<file path="src/rtl/datapath_pkg.sv">
// Shared definitions for the accumulator datapath and its controller:
// ALU operation codes, command opcodes and the controller state encoding.
package datapath_pkg;

  localparam logic [2:0] ALU_PASS = 3'b000;
  localparam logic [2:0] ALU_ADD  = 3'b001;
  localparam logic [2:0] ALU_SUB  = 3'b010;
  localparam logic [2:0] ALU_SHR  = 3'b101;
  localparam logic [2:0] ALU_ZERO = 3'b111;

  localparam logic [1:0] OP_LOAD  = 2'b00;
  localparam logic [1:0] OP_ADD   = 2'b01;
  localparam logic [1:0] OP_MUL   = 2'b10;
  localparam logic [1:0] OP_CLEAR = 2'b11;

  typedef enum logic [2:0] {
    S_IDLE      = 3'd0,
    S_LOAD      = 3'd1,
    S_ADD       = 3'd2,
    S_CLEAR     = 3'd3,
    S_MUL_INIT  = 3'd4,
    S_MUL_ADD   = 3'd5,
    S_MUL_SHIFT = 3'd6,
    S_DONE      = 3'd7
  } state_e;

endpackage

</file>
<file path="src/rtl/datapath_controller.sv">
// Sequences LOAD/ADD/CLEAR (2 cycles to done) and shift-add MUL (2*WIDTH+2 cycles to done)
// by driving datapath selects; start is only accepted in IDLE, never queued or aborting.
module datapath_controller
  import datapath_pkg::*;
#(
  parameter int WIDTH = 4
) (
  input  logic       clk,
  input  logic       reset,
  input  logic       start,
  input  logic [1:0] op,
  input  logic       q_lsb,
  output logic       busy,
  output logic       done,
  output logic       mux_2x1_R1_sel,
  output logic       mux_2x1_alu_a_sel,
  output logic       mux_2x1_acc_sel,
  output logic       acc_load_sel,
  output logic       q_dir_sel,
  output logic [2:0] alu_control
);

  localparam int CNT_W = (WIDTH > 1) ? $clog2(WIDTH) : 1;

  state_e             state_q, state_d;
  logic [CNT_W-1:0]   cnt_q, cnt_d;

  always_ff @(posedge clk) begin
    if (reset) begin
      state_q <= S_IDLE;
      cnt_q   <= '0;
    end else begin
      state_q <= state_d;
      cnt_q   <= cnt_d;
    end
  end

  always_comb begin
    state_d           = state_q;
    cnt_d             = cnt_q;
    busy              = 1'b1;
    done              = 1'b0;
    mux_2x1_R1_sel    = 1'b0;
    mux_2x1_alu_a_sel = 1'b0;
    mux_2x1_acc_sel   = 1'b0;
    acc_load_sel      = 1'b0;
    q_dir_sel         = 1'b0;
    alu_control       = ALU_PASS;

    case (state_q)
      S_IDLE: begin
        busy = 1'b0;
        if (start) begin
          case (op)
            OP_LOAD: state_d = S_LOAD;
            OP_ADD:  state_d = S_ADD;
            OP_MUL:  state_d = S_MUL_INIT;
            default: state_d = S_CLEAR;
          endcase
        end
      end
      S_LOAD: begin
        mux_2x1_R1_sel = 1'b1;
        state_d        = S_DONE;
      end
      S_ADD: begin
        alu_control  = ALU_ADD;
        acc_load_sel = 1'b1;
        state_d      = S_DONE;
      end
      S_CLEAR: begin
        alu_control  = ALU_ZERO;
        acc_load_sel = 1'b1;
        state_d      = S_DONE;
      end
      S_MUL_INIT: begin
        alu_control  = ALU_ZERO;
        acc_load_sel = 1'b1;
        cnt_d        = CNT_W'(WIDTH - 1);
        state_d      = S_MUL_ADD;
      end
      S_MUL_ADD: begin
        // Only Mealy output: add R1 into ACC when the multiplier bit is set.
        alu_control  = ALU_ADD;
        acc_load_sel = q_lsb;
        state_d      = S_MUL_SHIFT;
      end
      S_MUL_SHIFT: begin
        alu_control  = ALU_SHR;
        acc_load_sel = 1'b1;
        q_dir_sel    = 1'b1;
        if (cnt_q == '0) begin
          state_d = S_DONE;
        end else begin
          cnt_d   = cnt_q - CNT_W'(1);
          state_d = S_MUL_ADD;
        end
      end
      S_DONE: begin
        done    = 1'b1;
        state_d = S_IDLE;
      end
      default: begin
        busy    = 1'b0;
        state_d = S_IDLE;
      end
    endcase
  end

endmodule

</file>
<file path="config.mk">
export PLATFORM = sky130hd
export DESIGN_NAME = datapath_controller
export DESIGN_NICKNAME = d
export VERILOG_FILES = /design/src/rtl/datapath_pkg.sv /design/src/rtl/datapath_controller.sv
export SDC_FILE = /design/constraint.sdc
export NUM_CORES = 1
export LEC_CHECK = 0
export ABC_AREA = 1
export CORE_AREA = 3 3 40 42
export CTS_BUF_LIST = sky130_fd_sc_hd__clkbuf_4 sky130_fd_sc_hd__clkbuf_8
export CTS_CLUSTER_SIZE = 20
export DETAILED_ROUTE_END_ITERATION = 10
export DIE_AREA = 0 0 43 45
export GPL_TIMING_DRIVEN = 0
export PLACE_DENSITY_LB_ADDON = 0.08
export REMOVE_ABC_BUFFERS = 1
export SYNTH_ARGS = -nofsm -noshare
export SYNTH_HDL_FRONTEND = slang
export SYNTH_SLANG_ARGS = --single-unit
</file>
<file path="constraint.sdc">
create_clock -name clk -period 1.3 [get_ports clk]
set_input_delay 0.13 -clock clk [delete_from_list [all_inputs] [get_ports clk]]
set_output_delay 0.13 -clock clk [all_outputs]
set_load 0.1 [all_outputs]
</file>
==> metrics.txt <==
footprint of the flip-flops and latches=approximately 110 sq um; synthesis-to-finish area growth=57.14%; share of synthesized flip-flops with an asynchronous set or reset=0; Post CTS Setup Buffer Count=0; worst clock skew on the final layout=between 0.001 and 0.0015 ns; number of buffers inserted for hold repair after clock tree synthesis=0; required time at the endpoint of the critical path=1.17 ns; fraction of synthesized cell area taken by the top area cell type=0.2484; post-detailed-routing wire length=approximately 790 microns; number of enable-type register cells in the synthesized netlist=0; fin crit share=1.039; routing usage on met3=0.02390; share of layout cells above drive strength 1=0.4521; TritonCTS Sinks=5; total net switching power=915.3 uW; mean instance size in the synthesized netlist=7.068 sq um; number of detailed-routing iterations run before antenna repair=4; gr ovfl total=0; quantity of gates resized following cts=66; starting density of the core=0.3135; synthesized area=402.9 sq um; max-slew violation total from the final report=0; Clk Latency, worst-skew pair=about 0.23 ns; Top-Level Pins=16; number of inserted filler cells in the final layout=135; maximum resistive drop on vdd=1.227 mV; core area=roughly 0.0013 sq mm; sw frac=0.5833; placer's final routability congestion estimate=approximately 0.67; Crit path arrival time=roughly 1.2 ns; Synth area leaders=dfxtp_1 (25%), ha_1 (12%), nand2_2 (7.8%), inv_1 (6.5%), nand2_1 (6.5%); pin count of the biggest net entering global routing=8; internal power component=~650 uW; first-pass GRT wire length=1.276 mm; number of warnings reported in the yosys synthesis log=0; Yosys top cell by area=dfxtp_1; list of cells traversed by the critical path=nand2_4 -> nor2_4 -> a21oi_2 -> o21a_1 -> buf_12; worst-case setup slack after placement=-0.8375 ns; Critical Path Source Type=flop; met1 Usage GRT=0.09880; Max stage delay cell, worst path=dfxtp_4; number of buffer and inverter instances along the worst setup path=1; antenna-violating nets left=0; area of the die=0.001935 sq mm; share of power burned in registers=0.174; Fmax achieved=around 740 MHz; most used routing layer in global routing=met2; DRC violation count after routing=0; post-synthesis sequential area ratio=0.2484; Final Net Count=84; number of instances in the placed design=84; Routed WL per cell=roughly 9 microns; Post-Layout Inst Area=633.1 sq um; root cell of the clock tree=clkbuf_4; number of endpoints failing setup at the final stage=1; CTS tree=yes; endpoint class of the critical path=output port; post-detail-place hpwl=approximately 670 microns; area of the multi-input gates=276.5 sq um; setup repair after global routing missed its margin=yes; power density of the placed cells=roughly 2500 mW/mm^2; post-route worst setup slack=-0.05005 ns; hold crit path type=reg -> reg; maximum number of buffers from clock root to sink=2; category of the critical setup timing path=reg -> out; violations in the final reports=negative setup slack; floorplan row count=13; global routing met2 resource utilization=0.1497; via-per-instance ratio=between 4 and 5; total global routing track utilization=0.08826; run status=complete, but fails checks; Static Leak=around 0.30 nW; number of CTS-inserted buffers=3; non-filler instance count after layout=88; final critical-path required period=approximately 1.4 ns; largest stage delay on the critical path=0.38 ns; combinational share of power=0.701; H-tree levels=1; share of the core filled with cells=0.4927; cell family contributing the most delay on the critical path=flip-flops; sum of negative setup slack=-0.05005 ns; number of design-rule violations left by the first detailed-router iteration=9; synth cell count leaders=inv_1 (7), nand2_1 (7), nor2_1 (6); number of antenna violations at the first check in global routing=0; maximum fanout along the worst path=7; clock group share of total power=0.125; max_cap viols=0; vias in the first global route=between 300 and 400; Port Buffer Count=13; placed cell areas=~540 sq um; final hold vios=0; die extent in y=~45 microns; width of the die=about 43 microns; cells after synthesis=57; post-synthesis sequential element count=5; register clock-pin slew on the reported worst setup and hold paths=approximately 0.04 ns; number of antenna repair diodes=0; number of unique standard cell types used by synthesis=22; Vias=roughly 390; top_reg_cell synth=dfxtp_1
-- flip-flops by register name, summed over array words and instances (netlist names) --
name     flops
state_q      3
cnt_q        2
-- cell type report --
type,instances,share of cell area
tap,15,0.02964
sequential,5,0.1759
clock buffer,4,0.04743
multi-input combinational,41,0.4368
timing repair buffer,13,0.2510
inverter,10,0.05929
-- power by group through the flow --
stage               clock network (mW)  logic, mW  registers, mW
floorplan                            0      0.799          0.237
global placement                     0      0.988          0.249
detailed placement                   0      0.989          0.249
CTS                              0.198       1.09          0.258
global route                     0.213       1.15          0.281
finish                           0.197       1.10          0.273
-- placed cells by master, fill, tap and decap left out, types with 3 or more instances in the layout --
master	count
nand2_2	7
inv_1	6
nor2_1	6
clkdlybuf4s50_1	5
nand2_1	4
ha_1	4
clkbuf_4	4
nor2_4	3
inv_2	3
buf_12	3
buf_6	3
dfxtp_4	3
-- path summary, 6_finish.rpt --
kind | start | end | slack [ns] | cells past startpoint
hold reg to reg | cnt_q[0] | cnt_q[0] | 0.49 | 2
setup reg to reg | cnt_q[0] | cnt_q[1] | 0.28 | 6
setup / recovery | state_q[0] | acc_load_sel | -0.05 | 5
hold / removal | cnt_q[0] | cnt_q[0] | 0.49 | 2
-- worst register-to-register path: cells and delay by family (launching register included) --
kind	cells	cell delay (ns)
AO/OA/AOI/OAI	1	0.13
adder cells (fa/ha/maj)	1	0.19
buffers and inverters	2	0.13
flip-flops	1	0.32
AND/OR/NAND/NOR	2	0.14
-- through the flow --
stage / hold slack (ns) / power, mW
finish: 0.4873 / 1.569
global route: 0.5292 / 1.647
global placement: 0.4756 / 1.237
floorplan: 0.2815 / 1.037
detailed placement: 0.4873 / 1.238
CTS: 0.4931 / 1.542
-- logic make-up after synthesis --
family          Yosys count  synth area share
buf+inv                  12            0.1304
other cells               1          0.009308
flops                     5            0.2485
simple gates             26            0.3447
fa+ha+maj                 4            0.1242
compound gates            9            0.1429
-- layer usage --
metal,vias to the layer above,wire (microns),share of wire
li1,207,-,-
met1,171,332,0.42
met2,9,427,0.54
met3,0,31,0.039
met4,0,0,0
met5,-,0,0
Note: power is estimated with default switching activity, not from simulation.
